--- config.mk ---
export PLATFORM = sky130hd
export DESIGN_NAME = dts_slip_align_ctrl
export DESIGN_NICKNAME = d
export VERILOG_FILES = /design/src/rtl/dts_slip_align_ctrl.sv
export SDC_FILE = /design/constraint.sdc
export NUM_CORES = 1
export LEC_CHECK = 0
export CAP_MARGIN = 0
export CORE_ASPECT_RATIO = 1.4
export CORE_MARGIN = 4
export CORE_UTILIZATION = 49
export DETAILED_ROUTE_END_ITERATION = 10
export PLACE_DENSITY = 0.79
export SLEW_MARGIN = 5
export SYNTH_ARGS = -nofsm -noshare
export SYNTH_HDL_FRONTEND = slang
export SYNTH_SLANG_ARGS = --single-unit
--- constraint.sdc ---
create_clock -name clk -period 2 [get_ports clk]
set_clock_uncertainty 0.05 [all_clocks]
set_input_delay 0.3 -clock clk [delete_from_list [all_inputs] [get_ports clk]]
set_output_delay 0.3 -clock clk [all_outputs]
set_load 0.02 [all_outputs]
--- src/rtl/dts_slip_align_ctrl.sv ---
// Per-channel word-alignment controller: resync requests -> one-cycle gearbox slips with holdoff.
// Optional lifetime slip counters are built when DTS_SLIP_STATS_EN is defined.
module dts_slip_align_ctrl #(
  parameter int N_CHANNELS     = 12,
  parameter int HOLDOFF_CYCLES = 128,
  parameter int MAX_SLIPS      = 160,
  parameter int CNT_W          = 8
) (
  input  logic                        clk,
  input  logic                        rst_n,
  input  logic [N_CHANNELS-1:0]       enable,
  input  logic [N_CHANNELS-1:0]       resync_n,
  input  logic [N_CHANNELS-1:0]       def_locked,
  input  logic [N_CHANNELS-1:0]       clear,
  output logic [N_CHANNELS-1:0]       gearbox_slip,
  output logic [N_CHANNELS-1:0]       rx_locked,
  output logic [N_CHANNELS-1:0]       fail,
  output logic [N_CHANNELS*CNT_W-1:0] attempts,
  output logic [N_CHANNELS*CNT_W-1:0] slip_total
);

  // state  | meaning
  // S_IDLE | locked or waiting for a resync request
  // S_SLIP | slip pulse on the GTY
  // S_HOLD | holdoff after a slip, counting down
  // S_FAIL | MAX_SLIPS exhausted, waiting for clear
  typedef enum logic [1:0] {S_IDLE, S_SLIP, S_HOLD, S_FAIL} state_t;

  localparam int HCW = $clog2(HOLDOFF_CYCLES + 1);
  localparam logic [HCW-1:0]   HOLD_LOAD = HCW'(HOLDOFF_CYCLES - 1);
  localparam logic [CNT_W-1:0] MAX_ATT   = CNT_W'(MAX_SLIPS);

  for (genvar i = 0; i < N_CHANNELS; i++) begin : g_ch
    state_t           state;
    logic [HCW-1:0]   hold_cnt;
    logic [CNT_W-1:0] att;
    logic [CNT_W-1:0] att_eff;
    logic             slip_q, lock_q, fail_q;
    logic             req, slip_start;

    // def_locked zeroes the attempt count in the same cycle a request is evaluated
    assign att_eff    = def_locked[i] ? '0 : att;
    assign req        = enable[i] & ~resync_n[i] & ~clear[i];
    assign slip_start = (state == S_IDLE) && req && (att_eff < MAX_ATT);

    always_ff @(posedge clk or negedge rst_n) begin
      if (!rst_n) begin
        state    <= S_IDLE;
        hold_cnt <= '0;
        att      <= '0;
        slip_q   <= 1'b0;
        lock_q   <= 1'b1;
        fail_q   <= 1'b0;
      end else begin
        slip_q <= 1'b0;
        case (state)
          S_IDLE: begin
            if (clear[i]) begin
              att <= '0;
            end else if (slip_start) begin
              state  <= S_SLIP;
              att    <= att_eff + 1'b1;
              slip_q <= 1'b1;
              lock_q <= 1'b0;
            end else if (req) begin
              state  <= S_FAIL;
              att    <= att_eff;
              fail_q <= 1'b1;
              lock_q <= 1'b0;
            end else begin
              att <= att_eff;
            end
          end
          S_SLIP: begin
            hold_cnt <= HOLD_LOAD;
            state    <= S_HOLD;
          end
          S_HOLD: begin
            if (hold_cnt == '0) begin
              state  <= S_IDLE;
              lock_q <= 1'b1;
            end else begin
              hold_cnt <= hold_cnt - 1'b1;
            end
          end
          S_FAIL: begin
            if (clear[i]) begin
              state  <= S_IDLE;
              att    <= '0;
              fail_q <= 1'b0;
              lock_q <= 1'b1;
            end
          end
          default: state <= S_IDLE;
        endcase
      end
    end

    assign gearbox_slip[i]              = slip_q;
    assign rx_locked[i]                 = lock_q;
    assign fail[i]                      = fail_q;
    assign attempts[i*CNT_W +: CNT_W]   = att;

`ifdef DTS_SLIP_STATS_EN
    logic [CNT_W-1:0] total;
    logic             clr_stats;

    assign clr_stats = clear[i] && ((state == S_IDLE) || (state == S_FAIL));

    always_ff @(posedge clk or negedge rst_n) begin
      if (!rst_n) begin
        total <= '0;
      end else if (clr_stats) begin
        total <= '0;
      end else if (slip_start && (total != '1)) begin
        total <= total + 1'b1;
      end
    end

    assign slip_total[i*CNT_W +: CNT_W] = total;
`else
    assign slip_total[i*CNT_W +: CNT_W] = '0;
`endif
  end

endmodule

==> summary.md <==
| Metric | Value |
|---|---|
| Fill cells | `approximately 2,600` |
| Die W | `about 160 µm` |
| PortBufs | `181` |
| Clock sink count | `252` |
| Startpoint Class | `flop` |
| Predominant post-synthesis flop cell | `dfrtp_1` |
| CTS tree | `done` |
| Synth area leader | `dfrtp_1` |
| Initial antenna violation count | `0` |
| DRT antenna net count | `0` |
| Vias/cell | `5.653` |
| Post-Syn Area | `roughly 16,000 µm²` |
| Share of cells above drive strength 1 | `0.1753` |
| Total Routing Usage GR | `0.2131` |
| Cell row count | `78` |
| Root buffer cell | `clkbuf_16` |
| Pin count of the biggest net entering global routing | `between 50 and 60` |
| Die Ht | `224.1 µm` |
| Netlist cell types | `95` |
| RSZ-0062 raised after global routing | `yes` |
| First-pass GRT wire length | `67.14 mm` |
| Ant diodes | `0` |
| Worst Setup End Kind | `flop` |
| GPL Wtd Cong | `0.9176` |
| Detailed-route DRC error count | `0` |
| Status | `finished clean` |
| Final period util | `0.9909` |
| Seq/Total Area, Yosys | `0.3867` |
| Slew @ Worst Pin | `0.5523 ns` |
| Vias in the first global route | `14,410` |
| Via count | `around 15,000` |
| Gr ovfl total | `0` |
| TritonCTS buffer count | `27` |
| Post-synth EDFFs | `0` |
| Critical path peak fanout | `4` |
| DR pass1 iterations | `6` |
| Pleak | `9.545 nW` |
| Max cap viols | `0` |
| WP data required | `2.37 ns` |
| Pwr Total | `23.51 mW` |
| Min Tclk post-route | `1.982 ns` |
| Slew HR | `0.6213` |
| Post-synth ARST share | `1.000` |
| Pwr dens | `1129 nW/µm²` |
| Post-Syn Instances | `1,766` |
| 1st-iter DRT viols | `814` |
| H-Tree Depth | `1` |
| Yosys reg bits | `252` |
| Max Fclk | `0.5046 GHz` |
| Largest cells by area after synthesis | `dfrtp_1, buf_4, ha_1` |
| Path type of the worst min-delay path | `input pin to asynchronous set/reset pin` |
| Crit Path Class | `flop to flop` |
| CTS max path bufs | `3` |
| Yosys top cell area share | `0.3674` |
| Final hold violation count | `0` |
| Pins Over Slew Limit | `0` |
| Arr. time, crit path | `2.35 ns` |
| Syn avg cell area | `between 9 and 10 µm²` |
| Routed WL | `41.10 mm` |
| Final HPWL DP | `30.01 mm` |
| Worst skew pair latency | `0.54 ns` |
| Core Area | `32,690 µm²` |
| Initial Util | `0.5000` |
| WL per Instance | `15.94 µm` |
| Clock Pin Slew Worst Setup and Hold Paths | `roughly 0.06 ns` |
| Full die area | `about 36,000 µm²` |
| Fin util | `0.6367` |
| Area delta synth->final | `27.33%` |
| Worst IR Drop VDD | `0.0006467 V` |
| Commonest non-fill, non-tap cell in the layout | `dfrtp_1` |
| Layout Nets | `around 2,200` |
| # IOs | `roughly 280` |
| Final setup violation count | `0` |
| YS warnings | `0` |
| Commonest cells after routing, fill and taps aside | `dfrtp_1, buf_4, nand2_1` |
-- cells by family (layout without fill, tap and decap cells) --
kind of cell	count (synthesis)	count (layout)	synth area share
other	1	96	0.0002294
AOI/OAI and AO/OA	468	468	0.2073
DFF	252	252	0.3867
and+or+nand+nor	612	612	0.2102
buffers and inverters	288	566	0.09712
adders and majority gates	72	72	0.05510
muxes	48	48	0.03008
xor gates and xnor gates	25	25	0.01339
-- final timing paths --
path,startpoint,end,slack (ns),cells past startpoint
setup / recovery,g_ch[0].state[1],g_ch[0].att[4],0.02,4
hold / removal,rst_n,g_ch[11].att[5],0.24,2
setup reg to reg,g_ch[0].state[1],g_ch[0].att[4],0.02,4
hold reg to reg,g_ch[3].hold_cnt[6],g_ch[3].hold_cnt[6],0.42,1
max in group asynchronous,rst_n,g_ch[6].att[4],0.97,3
min in group clk,g_ch[3].hold_cnt[6],g_ch[3].hold_cnt[6],0.42,1
-- cells in the mapped netlist (21+ instances only) --
cell and instances:
nand3_1 52, nor3b_1 21, nor2b_1 58, dfrtp_1 240
nand2_1 118, o21ai_0 89, clkbuf_1 34, a22o_1 27
a31oi_1 26, buf_4 132, inv_1 116, a21oi_1 65
nand2b_1 52, nor3_1 46, nor2_1 109, mux2i_1 39
o211ai_1 41, ha_1 72
-- area by class of cell --
cell class              instances  area [µm²]  area share
multi-input cells            1321        9012      0.4330
flip-flops and latches        252        6321      0.3037
repair buffers                400        3488      0.1676
clock buffers                  30       716.9     0.03444
well taps                     440       550.5     0.02645
inverters                     117       439.2     0.02110
clock inverters                19       287.8     0.01382
-- sequential cells by signal (all words and copies together) (netlist names) --
signal and cells:
g_ch.fail_q 12, g_ch.lock_q 12, g_ch.state 24, g_ch.slip_q 12
g_ch.att 96, g_ch.hold_cnt 96
-- per-layer routing --
layer / part of all wire / vias up / GRT usage / routed length [µm]
met1: 0.39 / 7143 / 0.2419 / 16040
met4: 0.020 / 0 / 0.06143 / 839
met3: 0.049 / 68 / 0.02982 / 2009
li1: - / 6967 / - / -
met5: 0 / - / 0 / 0
met2: 0.54 / 401 / 0.4107 / 22210
-- stage by stage --
stage,TNS (ns),hold slack [ns],setup slack [ns],instances,area [µm²]
global placement,-1.862,0.2132,-0.2115,2519,19530
detailed placement,-3.632,0.2116,-0.2819,2519,19530
finish,0,0.2379,0.01826,2579,20820
CTS,-0.0004223,0.2356,-0.0004223,2569,20520
global route,-0.2367,0.2543,-0.06957,2579,20820
floorplan,0,-0.04559,0.005642,1861,16720
-- worst max-delay path, stage by stage (launching register included) --
cell       delay [ns]
dfrtp_1          0.39
or4b_4           0.61
a2111oi_4        0.44
o31ai_1          0.12
a22o_1           0.25
-- report_power, final --
group	switching (mW)	internal [mW]	total, mW
registers	1.21	6.38	7.59
clock network	2.19	3.49	5.68
logic	5.64	4.60	10.2
-- what timing repair did --
item / 4_1_cts / 5_1_grt
endpoints found under the setup margin: 54 / 68
gates resized for setup: 53 / 66
hold endpoints to repair: 41 / 0
pin swaps: 1 / 8
hold buffers: 1 / 0
setup buffers: 0 / 10
Note: power is estimated with default switching activity, not from simulation.
